**src/rtl/ball_pkg.sv**
```systemverilog
// -----------------------------------------------------------------------------
// ball_pkg
// Shared definitions for the ball motion controller slice:
//   - fixed-point scale (FIXED_POINT_MULTIPLIER / FP_SHIFT)
//   - per-frame FSM state encoding (ball_state_t)
//   - velocity / position / scan-delta types
//   - to_pixel(): fixed-point position -> 11-bit signed pixel coordinate
// -----------------------------------------------------------------------------
package ball_pkg;

  localparam int FIXED_POINT_MULTIPLIER = 64;
  localparam int FP_SHIFT               = 6;

  typedef enum logic [1:0] {
    IDLE    = 2'd0,
    REFLECT = 2'd1,
    MOVE    = 2'd2,
    DECAY   = 2'd3
  } ball_state_t;

  typedef logic signed [31:0] vel_t;
  typedef logic signed [31:0] pos_t;

  // Scan-to-ball offset. 16 bits covers an 11-bit unsigned scan coordinate
  // minus an 11-bit signed ball coordinate without overflow.
  typedef logic signed [15:0] delta_t;

  // Arithmetic shift keeps negative positions (ball partly off the left/top
  // edge) mapping to negative pixels.
  function automatic logic signed [10:0] to_pixel(input pos_t p);
    return 11'(p >>> FP_SHIFT);
  endfunction

endpackage

```
**src/rtl/hit_side_decoder.sv**
```systemverilog
// -----------------------------------------------------------------------------
// hit_side_decoder
// Purely combinational. Decides whether a collision seen at scan offset
// (dx, dy) inside the ball bounding box should reverse a velocity component.
// Only the outer quarter of the box on the side the ball is travelling
// towards reverses that component; centre hits and hits on the trailing side
// leave the velocity alone.
//
// Parameters:
//   BALL_SIZE  ball bounding-box side in pixels (multiple of 4)
// Ports:
//   dx, dy      in  offset of the scan pixel from the ball top-left
//   vx_neg/pos  in  sign of the X velocity (both low when vx == 0)
//   vy_neg/pos  in  sign of the Y velocity (both low when vy == 0)
//   flipX_req   out reverse the X velocity at the next frame update
//   flipY_req   out reverse the Y velocity at the next frame update
// -----------------------------------------------------------------------------
module hit_side_decoder
  import ball_pkg::*;
#(
  parameter int BALL_SIZE = 32
) (
  input  delta_t dx,
  input  delta_t dy,
  input  logic   vx_neg,
  input  logic   vx_pos,
  input  logic   vy_neg,
  input  logic   vy_pos,
  output logic   flipX_req,
  output logic   flipY_req
);

  localparam delta_t NEAR_EDGE = delta_t'(BALL_SIZE / 4);
  localparam delta_t FAR_EDGE  = delta_t'((3 * BALL_SIZE) / 4);

  // Signed compares: an offset left of / above the box counts as the near side.
  assign flipX_req = ((dx <  NEAR_EDGE) && vx_neg) ||
                     ((dx >= FAR_EDGE)  && vx_pos);
  assign flipY_req = ((dy <  NEAR_EDGE) && vy_neg) ||
                     ((dy >= FAR_EDGE)  && vy_pos);

endmodule

```
**src/rtl/ball_motion_controller.sv**
```systemverilog
// -----------------------------------------------------------------------------
// ball_motion_controller
// Per-ball kinematics engine. Collision pulses latch reflection flags; each
// frame start runs REFLECT -> MOVE -> DECAY and publishes the new top-left
// pixel coordinate. Cue shots load the velocity through a valid/ready
// handshake while the ball is at rest.
//
// Build option:
//   BALL_FRICTION_EN  defined   -> DECAY applies v -= v >>> FRICTION_SHIFT and
//                                  zeroes components with |v| < STOP_THRESHOLD
//                     undefined -> DECAY leaves the velocity untouched
//
// Parameters: INIT_X, INIT_Y (reset top-left, pixels), BALL_SIZE (pixels,
//   multiple of 4), FRICTION_SHIFT, STOP_THRESHOLD (fixed-point units).
// Ports:
//   clk, resetN         clock, asynchronous active-low reset
//   startOfFrame        one-cycle pulse per frame
//   SingleHitPulse      registered collision pulse (at most one per frame)
//   pixelX, pixelY      current scan coordinate
//   shot_valid/_ready   cue shot handshake; shot_vx/shot_vy velocity payload
//   topLeftX, topLeftY  ball top-left pixel coordinate
//   moving              either velocity component non-zero
// -----------------------------------------------------------------------------
module ball_motion_controller
  import ball_pkg::*;
#(
  parameter int INIT_X         = 320,
  parameter int INIT_Y         = 240,
  parameter int BALL_SIZE      = 32,
  parameter int FRICTION_SHIFT = 6,
  parameter int STOP_THRESHOLD = 16
) (
  input  logic               clk,
  input  logic               resetN,
  input  logic               startOfFrame,
  input  logic               SingleHitPulse,
  input  logic        [10:0] pixelX,
  input  logic        [10:0] pixelY,
  input  logic               shot_valid,
  input  logic signed [15:0] shot_vx,
  input  logic signed [15:0] shot_vy,
  output logic               shot_ready,
  output logic signed [10:0] topLeftX,
  output logic signed [10:0] topLeftY,
  output logic               moving
);

`ifdef BALL_FRICTION_EN
  localparam bit FRICTION_EN = 1'b1;
`else
  localparam bit FRICTION_EN = 1'b0;
`endif

  localparam pos_t INIT_POS_X = pos_t'(INIT_X * FIXED_POINT_MULTIPLIER);
  localparam pos_t INIT_POS_Y = pos_t'(INIT_Y * FIXED_POINT_MULTIPLIER);
  localparam vel_t STOP_VEL   = vel_t'(STOP_THRESHOLD);

  ball_state_t state_q, state_d;
  pos_t        pos_x_q, pos_x_d;
  pos_t        pos_y_q, pos_y_d;
  vel_t        vel_x_q, vel_x_d;
  vel_t        vel_y_q, vel_y_d;
  logic        flip_x_q, flip_x_d;
  logic        flip_y_q, flip_y_d;

  delta_t      dx, dy;
  logic        flipX_req, flipY_req;
  logic        shot_fire;

  // One friction step for a single component. The floor of the arithmetic
  // shift means small positive speeds never decay, while small negative
  // speeds keep losing one unit per frame until they hit the threshold.
  function automatic vel_t friction_step(input vel_t v);
    vel_t r;
    r = v - (v >>> FRICTION_SHIFT);
    if ((r < STOP_VEL) && (r > -STOP_VEL)) begin
      r = '0;
    end
    return r;
  endfunction

  assign topLeftX   = to_pixel(pos_x_q);
  assign topLeftY   = to_pixel(pos_y_q);
  assign moving     = (vel_x_q != '0) || (vel_y_q != '0);
  assign shot_ready = (state_q == IDLE) && !moving;
  assign shot_fire  = shot_valid && shot_ready;

  // The hit pulse arrives one pixel clock after the pixel that caused it,
  // hence the extra -1 on the X offset only.
  assign dx = delta_t'({5'b0, pixelX}) - delta_t'(topLeftX) - delta_t'(1);
  assign dy = delta_t'({5'b0, pixelY}) - delta_t'(topLeftY);

  hit_side_decoder #(
    .BALL_SIZE (BALL_SIZE)
  ) u_hit_side_decoder (
    .dx        (dx),
    .dy        (dy),
    .vx_neg    (vel_x_q[31]),
    .vx_pos    (!vel_x_q[31] && (vel_x_q != '0)),
    .vy_neg    (vel_y_q[31]),
    .vy_pos    (!vel_y_q[31] && (vel_y_q != '0)),
    .flipX_req (flipX_req),
    .flipY_req (flipY_req)
  );

  // NOTE: next-state logic is fully combinational; every _d signal gets its
  // hold value first so no path through the case leaves it unassigned, which
  // would otherwise infer a latch.
  always_comb begin
    state_d  = state_q;
    pos_x_d  = pos_x_q;
    pos_y_d  = pos_y_q;
    vel_x_d  = vel_x_q;
    vel_y_d  = vel_y_q;
    flip_x_d = flip_x_q;
    flip_y_d = flip_y_q;

    case (state_q)
      IDLE: begin
        if (startOfFrame) begin
          state_d = REFLECT;
        end
      end
      REFLECT: begin
        if (flip_x_q) vel_x_d = -vel_x_q;
        if (flip_y_q) vel_y_d = -vel_y_q;
        flip_x_d = 1'b0;
        flip_y_d = 1'b0;
        state_d  = MOVE;
      end
      MOVE: begin
        // Wraps modulo 2^32; the table walls keep the ball far from that.
        pos_x_d = pos_x_q + vel_x_q;
        pos_y_d = pos_y_q + vel_y_q;
        state_d = DECAY;
      end
      DECAY: begin
        vel_x_d = FRICTION_EN ? friction_step(vel_x_q) : vel_x_q;
        vel_y_d = FRICTION_EN ? friction_step(vel_y_q) : vel_y_q;
        state_d = IDLE;
      end
      default: begin
        state_d = IDLE;
      end
    endcase

    // A shot only fires in IDLE, so it never collides with the REFLECT or
    // DECAY velocity updates. With a coincident startOfFrame the new velocity
    // is what REFLECT and MOVE will see.
    if (shot_fire) begin
      vel_x_d  = vel_t'(shot_vx);
      vel_y_d  = vel_t'(shot_vy);
      flip_x_d = 1'b0;
      flip_y_d = 1'b0;
    end

    // Applied last so a hit during REFLECT survives the flag clear and is
    // honoured at the next frame.
    if (SingleHitPulse) begin
      if (flipX_req) flip_x_d = 1'b1;
      if (flipY_req) flip_y_d = 1'b1;
    end
  end

  // NOTE: state registers use non-blocking assignments so every register
  // samples the pre-edge value of every other register.
  always_ff @(posedge clk or negedge resetN) begin
    if (!resetN) begin
      state_q  <= IDLE;
      pos_x_q  <= INIT_POS_X;
      pos_y_q  <= INIT_POS_Y;
      vel_x_q  <= '0;
      vel_y_q  <= '0;
      flip_x_q <= 1'b0;
      flip_y_q <= 1'b0;
    end else begin
      state_q  <= state_d;
      pos_x_q  <= pos_x_d;
      pos_y_q  <= pos_y_d;
      vel_x_q  <= vel_x_d;
      vel_y_q  <= vel_y_d;
      flip_x_q <= flip_x_d;
      flip_y_q <= flip_y_d;
    end
  end

endmodule
```
**config.mk**
```make
export PLATFORM = sky130hd
export DESIGN_NAME = ball_motion_controller
export DESIGN_NICKNAME = d
export VERILOG_FILES = /design/src/rtl/ball_pkg.sv /design/src/rtl/hit_side_decoder.sv /design/src/rtl/ball_motion_controller.sv
export SDC_FILE = /design/constraint.sdc
export NUM_CORES = 1
export LEC_CHECK = 0
export BUFFER_PORTS_ARGS = -buffer_cell sky130_fd_sc_hd__buf_2
export CORE_MARGIN = 2
export CORE_UTILIZATION = 25
export DETAILED_ROUTE_END_ITERATION = 10
export GPL_TIMING_DRIVEN = 0
export HOLD_SLACK_MARGIN = 0.06
export SYNTH_ARGS = -nofsm -noshare
export SYNTH_HDL_FRONTEND = slang
export SYNTH_SLANG_ARGS = --single-unit
```
**constraint.sdc**
```tcl
create_clock -name clk -period 7.45 [get_ports clk]
set_input_delay 1.1175 -clock clk [delete_from_list [all_inputs] [get_ports clk]]
set_output_delay 1.1175 -clock clk [all_outputs]
set_load 0.01 [all_outputs]
```
==> flow_summary_export.csv, run 1 <==
group,metric,value,unit
status,status,"complete, no violations",
drt,first_iter_violations,414,
cts,clk_latency,350,ps
synthesis,synth_area,7820,um2
power_and_ir_drop,sw_frac_of_total,0.455,
run,cap_violations,0,
drt,first_pass_iters,5,
timing,hold_viol_final,0,
critical_path,crit_required,7670,ps
finish,nets,1107,
global_routing,first_global_vias,6441,
cts,path_clk_slew,70,ps
floorplanning,core_area,30700,um2
place,place_hpwl,16300,um
drt,finalWirelength,20900,um
synthesis,synthSimpleGateAreaFrac,0.172,
drt,ant_nets,0,
timing,slew_headroom,0.275,
synthesis,synthCells,888,
drt,remaining_drc_errors,0,
critical_path,cp_slowest_cell,"a2111oi_0",
drt,viasPerCell,4.87,
timing,worstMarginPinSlew,1060,ps
drt,vias,6742,
cts,clkSinkCount,102,
timing,rsz0062_at_grt,"no",
synthesis,synth_top_area_cell,"dfrtp_1",
finish,syn_to_final_growth,15.4,%
global_routing,groute.usage.overall,0.128,
place,place_area,8760,um2
global_routing,grt_max_degree,57,
critical_path,crit_fanout,6,
global_routing,grt_antenna_before_repair,1,
synthesis,synth_top_area_share,0.307,
cts,cts_buffers,9,
critical_path,arrival,4250,ps
synthesis,synth_area_leaders,"dfrtp_1 31%, ha_1 9.9%, xnor2_1 5.5%",
power_and_ir_drop,p_leak,3.92,nW
synthesis,syn_avg_cell_area,8.81,um2
synthesis,synthAdderAreaFrac,0.109,
finish,n_antenna_cell,0,
hold_path,hp-class,"register to register",
drt,routedWlPerCell,15.1,um
synthesis,synth_xor_area_frac,0.0974,
synthesis,yosysMostFrequentCell,"dfrtp_1",
global_routing,grt_pass1_wl,33900,um
synthesis,syn-num-nets,1013,
synthesis,synth_top_family_by_area,"compound AO/OA/AOI/OAI gates",
synthesis,synth_common_cells,"96 x dfrtp_1, 91 x nand2_1, 71 x a21oi_1",
synthesis,yosysSeqAreaShare,0.327,
place,gp_congestion,0.850,
synthesis,synth_top_flop_cell,"dfrtp_1",
synthesis,yosys_warnings,0,
finish,nFillCells,3273,
finish,drive_gt1_frac,0.162,
power_and_ir_drop,pwr-share-seq,0.273,
timing,fin_crit_sh,0.541,
place,portBuffers,82,
critical_path,crit_family,"compound AO/OA/AOI/OAI gates",
floorplanning,start_util,0.255,
cts,postCtsHoldBufs,0,
critical_path,cp_num_buf_inv,2,
floorplanning,die_w,181,um
floorplanning,rows,64,
power_and_ir_drop,p_sw,2.00,mW
critical_path,critPathMaxStageDelay,900,ps
cts,clock_path_buffers,2,
timing,fin_crit,4030,ps
synthesis,synth_edf_count,0,
cts,cts-htree-levels,3,
finish,stdcell_area,9030,um2
cts,cts_resized,0,
synthesis,synthMuxAreaShare,0.0326,
synthesis,yosys_register_bits,102,
cts,cts-root-buf,"clkbuf_16",
cts,tritoncts,"built",
synthesis,synth_cell_types,68,
floorplanning,dieArea,32700,um2
power_and_ir_drop,power_density,488,nW/um2
floorplanning,die_h,181,um
timing,timing.setup.tns,0,ps
cts,post-cts-setup-buffers,0,
synthesis,synth_compound_area_frac,0.201,
global_routing,grt_overflow,0,
critical_path,worst_path_most_repeated_cell,"o31a_1",
timing,maxSlewViolCount,0,
critical_path,endpoint_kind,"register",
floorplanning,io_pins,83,
power_and_ir_drop,ir_drop,0.000150,V
critical_path,cp-start-kind,"input pin",
power_and_ir_drop,internal_power,2.40,mW
critical_path,cp_cell_sequence,"buf_2 -> inv_1 -> ha_1 -> fa_1 -> nor2b_1 -> o31a_1 -> o31a_1 -> nor3b_1 -> or4_1 -> a2111oi_0 -> a21boi_1 -> o211ai_1",
power_and_ir_drop,comb_power_share,0.626,
critical_path,critPathKind,"input pin to register",
timing,clock.fmax,0.248,GHz
timing,finalSetupViolCount,0,
timing,finalClockSkew,10.5,ps
synthesis,async_reset_ff_frac,1.00,
power_and_ir_drop,clockPowerShare,0.101,
==> cell type report <==
class,instances,area (um2),area share
well taps,396,495,0.0549
plain buffers,46,284,0.0315
repair buffers,83,440,0.0488
inverters,52,195,0.0216
multi-input cells,688,4780,0.530
flip-flops and latches,102,2560,0.284
clock buffers,11,233,0.0258
clock inverters,5,36.3,0.00402
==> cell usage in the layout, fill, tap and decap left out, types with 15 or more instances in the layout <==
cell and instances:
clkbuf_1 15, a21oi_1 71, xor2_1 38, nand2_1 91, buf_2 82, ha_1 62, o31ai_1 15, nor3_1 20
buf_4 28, inv_1 52, nor2_1 51, o21ai_0 57, xnor2_1 49, dfrtp_1 96
==> power groups by stage <==
stage / combinational (mW) / clock [mW] / sequential (mW)
after detailed placement: 2.75 / 0 / 1.21
after floorplan: 2.22 / 0 / 1.10
after CTS: 2.77 / 0.457 / 1.20
after global routing: 3.13 / 0.480 / 1.25
after global placement: 2.69 / 0 / 1.20
final: 2.76 / 0.445 / 1.20
==> state kept, by name (all words and copies together) (netlist names) <==
| register | flops |
|---|---|
| flip_x_q | 1 |
| flip_y_q | 1 |
| pos_x_q | 17 |
| pos_y_q | 17 |
| state_q | 2 |
| vel_x_q | 32 |
| vel_y_q | 32 |
==> worst paths after layout <==
path | start | endpoint | slack [ps] | depth (start not counted)
setup / recovery | pixelY[0] | flip_y_q$_DFF_PN0_ | 3420 | 12
hold / removal | pos_x_q[4]$_DFFE_PN0P_ | pos_x_q[4]$_DFFE_PN0P_ | 500 | 1
setup reg to reg | pos_y_q[6]$_DFFE_PN0P_ | flip_y_q$_DFF_PN0_ | 3860 | 10
hold reg to reg | pos_x_q[4]$_DFFE_PN0P_ | pos_x_q[4]$_DFFE_PN0P_ | 500 | 1
max in group asynchronous | resetN | pos_y_q[11]$_DFFE_PN1P_ | 5810 | 2
min in group asynchronous | resetN | pos_x_q[8]$_DFFE_PN0P_ | 850 | 1
==> metal layers <==
layer,part of all wire,global-route usage,vias up
li1,-,-,3355
met3,0.041,0.0230,22
met4,0.021,0.0348,2
met1,0.49,0.178,3218
met2,0.45,0.203,145
met5,0.00057,0,-
==> worst reg2reg max path, cell delays in order (launching register included) <==
cell       delay [ps]
dfrtp_1           420
ha_1              220
fa_1              380
nor2b_1           150
o31a_1            190
o31a_1            260
nor3b_1            80
or4_1             510
a2111oi_0         900
a21boi_1          260
o211ai_1          100
==> logic make-up (layout without fill, tap and decap cells) <==
group / Yosys count / after routing
buffers and inverters: 98 / 197
DFF: 102 / 102
xor gates and xnor gates: 87 / 87
and+or+nand+nor: 265 / 265
AOI/OAI and AO/OA: 246 / 246
adders and majority gates: 66 / 66
muxes: 24 / 24
==> per-stage QoR <==
stage / setup slack [ps] / power [mW] / hold WS [ps] / instances / util
after floorplan: 3880 / 3.32 / 460 / 888 / -
after global placement: 3140 / 3.89 / 473 / 1366 / 0.285
after detailed placement: 3120 / 3.96 / 480 / 1367 / 0.286
after CTS: 3450 / 4.43 / 497 / 1383 / 0.294
after global routing: 3220 / 4.86 / 532 / 1383 / 0.294
final: 3420 / 4.40 / 496 / 1383 / 0.294
Note: power is estimated with default switching activity, not from simulation.
==> run 2: changes to the inputs <==
- clock period: 7.45 -> 3.3 ns (I/O delays scaled with it)
==> flow_summary_export.csv, run 2 (synthesis results as in run 1) <==
group,metric,value,unit
status,status,"complete, no violations",
critical_path,crit_required,2800,ps
critical_path,cp-start-kind,"register",
global_routing,first_global_vias,6449,
global_routing,grt_pass1_wl,34000,um
timing,finalSetupViolCount,0,
hold_path,hp-class,"input pin to async pin",
timing,maxSlewViolCount,0,
power_and_ir_drop,power_density,1100,nW/um2
place,portBuffers,82,
critical_path,reg2reg_depth,10,
timing,fin_crit,3220,ps
finish,n_antenna_cell,0,
drt,routedWlPerCell,15.3,um
cts,cts-root-buf,"clkbuf_16",
global_routing,grt_max_degree,57,
drt,finalWirelength,21200,um
global_routing,groute.usage.overall,0.128,
power_and_ir_drop,p_leak,3.96,nW
global_routing,grt_antenna_before_repair,1,
cts,clk_latency,350,ps
power_and_ir_drop,power.total,10.1,mW
cts,tritoncts,"built",
drt,vias,6777,
floorplanning,rows,64,
floorplanning,start_util,0.255,
cts,clkSinkCount,102,
critical_path,arrival,2720,ps
floorplanning,die_h,181,um
timing,worstMarginPinSlew,798,ps
place,place_hpwl,16300,um
finish,drive_gt1_frac,0.176,
finish,nFillCells,3259,
timing,hold_slack,229,ps
global_routing,grt_overflow,0,
drt,ant_nets,0,
timing,finalClockSkew,10.8,ps
drt,viasPerCell,4.88,
drt,remaining_drc_errors,0,
drt,first_pass_iters,6,
floorplanning,dieArea,32700,um2
finish,nets,1113,
critical_path,critPathKind,"register to output pin",
cts,cts-htree-levels,3,
cts,path_clk_slew,70,ps
timing,slew_headroom,0.468,
power_and_ir_drop,ir_drop,0.000337,V
finish,syn_to_final_growth,16.8,%
timing,hold_viol_final,0,
finish,final_cell_mix,"96 x dfrtp_1, 91 x nand2_1, 82 x buf_2, 71 x a21oi_1, 62 x ha_1",
floorplanning,core_area,30700,um2
timing,rsz0062_at_grt,"yes",
timing,fin_crit_sh,0.975,
cts,clock_path_buffers,2,
critical_path,endpoint_kind,"output pin",
place,gp_congestion,0.850,
floorplanning,die_w,181,um
finish,layout_commonest_cell,"dfrtp_1",
run,cap_violations,0,
cts,cts_buffers,9,
floorplanning,io_pins,83,
critical_path,crit_fanout,4,
timing,clock.fmax,0.311,GHz
drt,first_iter_violations,496,
finish,reg_top3,"vel_x_q x32, vel_y_q x32",
run 2: layout make-up:
class / count / area [um2] / area share
Tap cell: 396 / 495 / 0.0542
Inverter: 52 / 195 / 0.0214
Timing Repair Buffer: 89 / 485 / 0.0531
Clock inverter: 5 / 36.3 / 0.00397
Buffer: 46 / 284 / 0.0311
Sequential cell: 102 / 2560 / 0.280
Clock buffer: 11 / 233 / 0.0255
Multi-Input combinational cell: 688 / 4850 / 0.531
run 2: final timing paths:
| kind | from | endpoint | slack [ps] |
|---|---|---|---|
| setup / recovery | vel_y_q[21]$_DFFE_PN0P_ | shot_ready | 80 |
| hold / removal | resetN | pos_x_q[8]$_DFFE_PN0P_ | 230 |
| setup reg to reg | vel_y_q[21]$_DFFE_PN0P_ | vel_y_q[10]$_DFFE_PN0P_ | 160 |
| hold reg to reg | pos_x_q[4]$_DFFE_PN0P_ | pos_x_q[4]$_DFFE_PN0P_ | 500 |
| max in group asynchronous | resetN | pos_y_q[11]$_DFFE_PN1P_ | 2280 |
| min in group clk | shot_vy[2] | vel_y_q[2]$_DFFE_PN0P_ | 340 |
run 2: power by group:
part	switching [mW]	internal (mW)	total, mW
Sequential	0.761	1.97	2.73
Combinational	3.35	2.97	6.32
Clock	0.493	0.513	1.01
run 2: per-stage QoR:
| stage | instance area (um2) | utilization | TNS, ps | worst slack (ps) | cells |
|---|---|---|---|---|---|
| 4_1_cts | 9050 | 0.295 | 0 | 31.7 | 1385 |
| 2_1_floorplan | 7820 | - | 0 | 355 | 888 |
| 6_report | 9140 | 0.298 | 0 | 82.0 | 1389 |
| 3_5_place_dp | 8760 | 0.286 | -404 | -404 | 1367 |
| 3_3_place_gp | 8730 | 0.285 | -390 | -390 | 1366 |
| 5_1_grt | 9140 | 0.298 | -34.7 | -34.7 | 1389 |
run 2: what timing repair did:
item                                    CTS  global route
pin swaps                                 1             1
buffers inserted                          2             4
endpoints found under the setup margin    3            35
resized for setup                         2            10
hold buffers                              0             0
run 2: routing by layer:
| layer | share of wire | GRT usage |
|---|---|---|
| met2 | 0.45 | 0.203 |
| met3 | 0.036 | 0.0230 |
| met1 | 0.49 | 0.178 |
| met4 | 0.021 | 0.0348 |
| met5 | 0.00057 | 0 |
run 2: worst max-delay path, stage by stage (launching register included):
cell      delay, ps
dfrtp_1         420
or4_4           570
or4_4           450
nand3b_4        210
nor4_4          410
and2_1          180
buf_2           130
==> run 3: changes to the inputs <==
- SETUP_SLACK_MARGIN: not set -> 0.1
- TNS_END_PERCENT: not set -> 1
==> flow_summary_export.csv, run 3 (synthesis results as in run 1) <==
group,metric,value,unit
critical_path,critPathKind,"register to output pin",
global_routing,groute.usage.overall,0.128,
floorplanning,dieArea,32700,um2
critical_path,crit_fanout,5,
timing,finalSetupViolCount,0,
timing,finalClockSkew,9.99,ps
timing,worstMarginPinSlew,801,ps
drt,first_iter_violations,417,
cts,tritoncts,"built",
finish,finalNonFillerCells,1383,
timing,maxSlewViolCount,0,
drt,ant_nets,0,
cts,clk_latency,350,ps
place,dp_cells,1367,
power_and_ir_drop,p_leak,3.94,nW
critical_path,endpoint_kind,"output pin",
timing,fin_crit,3210,ps
cts,cts_buffers,9,
timing,fin_crit_sh,0.973,
cts,postCtsHoldBufs,0,
power_and_ir_drop,sw_frac_of_total,0.458,
timing,clock.fmax,0.312,GHz
hold_path,hp-class,"input pin to async pin",
global_routing,grt_pass1_wl,34000,um
power_and_ir_drop,ir_drop,0.000335,V
power_and_ir_drop,power_density,1100,nW/um2
cts,cts-root-buf,"clkbuf_16",
timing,slew_headroom,0.466,
drt,first_pass_iters,5,
cts,clock_path_buffers,2,
floorplanning,start_util,0.255,
timing,hold_viol_final,0,
place,portBuffers,82,
power_and_ir_drop,comb_power_share,0.628,
power_and_ir_drop,pwr-share-seq,0.272,
finish,n_antenna_cell,0,
status,status,"complete, no violations",
floorplanning,die_h,181,um
finish,drive_gt1_frac,0.173,
finish,final_core_util,0.297,
finish,reg_top3,"vel_x_q x32, vel_y_q x32",
timing,rsz0062_at_grt,"yes",
place,place_hpwl,16300,um
drt,vias,6749,
critical_path,cp-start-kind,"register",
cts,path_clk_slew,80,ps
power_and_ir_drop,internal_power,5.45,mW
drt,wl_met3,802,um
drt,finalWirelength,21100,um
floorplanning,io_pins,83,
drt,routedWlPerCell,15.2,um
global_routing,grt_overflow,0,
drt,met2_length,9490,um
critical_path,crit_required,2800,ps
cts,cts-htree-levels,3,
global_routing,grt_antenna_before_repair,1,
finish,final_cell_mix,"96 x dfrtp_1, 90 x nand2_1, 82 x buf_2, 71 x a21oi_1, 62 x ha_1",
power_and_ir_drop,clockPowerShare,0.100,
place,gp_congestion,0.850,
floorplanning,die_w,181,um
finish,layout_commonest_cell,"dfrtp_1",
run,cap_violations,0,
floorplanning,core_area,30700,um2
drt,remaining_drc_errors,0,
drt,wl_met1,10300,um
drt,viasPerCell,4.88,
finish,syn_to_final_growth,16.5,%
finish,nets,1107,
power_and_ir_drop,p_sw,4.60,mW
global_routing,first_global_vias,6449,
floorplanning,rows,64,
global_routing,grt_max_degree,57,
cts,post-cts-setup-buffers,0,
cts,clkSinkCount,102,
drt,top_layer,"met5",
critical_path,arrival,2710,ps
==> run 3: changes by cell type in the layout (fill, tap and decap cells not counted) <==
cell and change:
o41ai_1 -1, o311ai_1 +1, o311ai_0 -1, nand2_1 -1
buf_4 -8, buf_6 +2, o41ai_2 +1, nand2_2 +1
==> run 3: metrics by stage <==
stage               hold WS, ps  setup TNS (ps)  setup slack (ps)  area, um2  power [mW]
floorplan                   199               0               355       7820        7.50
global placement            473            -390              -390       8730        8.78
detailed placement          480            -404              -404       8760        8.94
CTS                         258               0              81.4       9050        10.0
global route                285           -21.6             -21.6       9110        11.1
finish                      228               0              90.4       9110        10.0
==> run 3: worst paths after layout <==
path / from / end / slack [ps] / cells after the start
min reg2reg: pos_x_q[4]$_DFFE_PN0P_ / pos_x_q[4]$_DFFE_PN0P_ / 500 / 1
min in group clk: shot_vy[2] / vel_y_q[2]$_DFFE_PN0P_ / 340 / 3
max in group asynchronous: resetN / pos_y_q[11]$_DFFE_PN1P_ / 2280 / 2
max reg2reg: vel_y_q[20]$_DFFE_PN0P_ / vel_y_q[25]$_DFFE_PN0P_ / 180 / 8
min: resetN / pos_x_q[9]$_DFFE_PN0P_ / 230 / 1
max: vel_y_q[20]$_DFFE_PN0P_ / shot_ready / 90 / 6
==> run 3: final cells by class <==
type / count / area (um2)
inverter: 52 / 195
tap: 396 / 495
timing repair buffer: 83 / 440
clock buffer: 11 / 233
multi-input combinational: 688 / 4860
clock inverter: 5 / 36.3
sequential: 102 / 2560
fill: 3255 / 21600
buffer: 46 / 292
==> run 3: power groups by stage <==
stage                     logic, mW  registers [mW]  clock network, mW
final                          6.31            2.73               1.00
after global routing           7.14            2.83               1.08
after CTS                      6.27            2.72               1.03
after detailed placement       6.21            2.73                  0
after global placement         6.08            2.71                  0
after floorplan                5.01            2.49                  0
==> run 3: timing repair <==
item / in CTS / in global routing
endpoints found under the setup margin: 27 / 68
pin swaps: 2 / 3
resized for setup: 5 / 12
==> run 3: worst max-delay path: stages, from the launching register on <==
cell	delay, ps
dfrtp_1	430
or4_4	560
or4_4	450
nand3b_4	210
nor4_4	400
and2_1	180
buf_2	130
==> run 3: routing by layer <==
metal  vias up  GRT usage
li1       3361          -
met4         2     0.0348
met5         -          0
met1      3238      0.178
met2       127      0.203
met3        21     0.0230
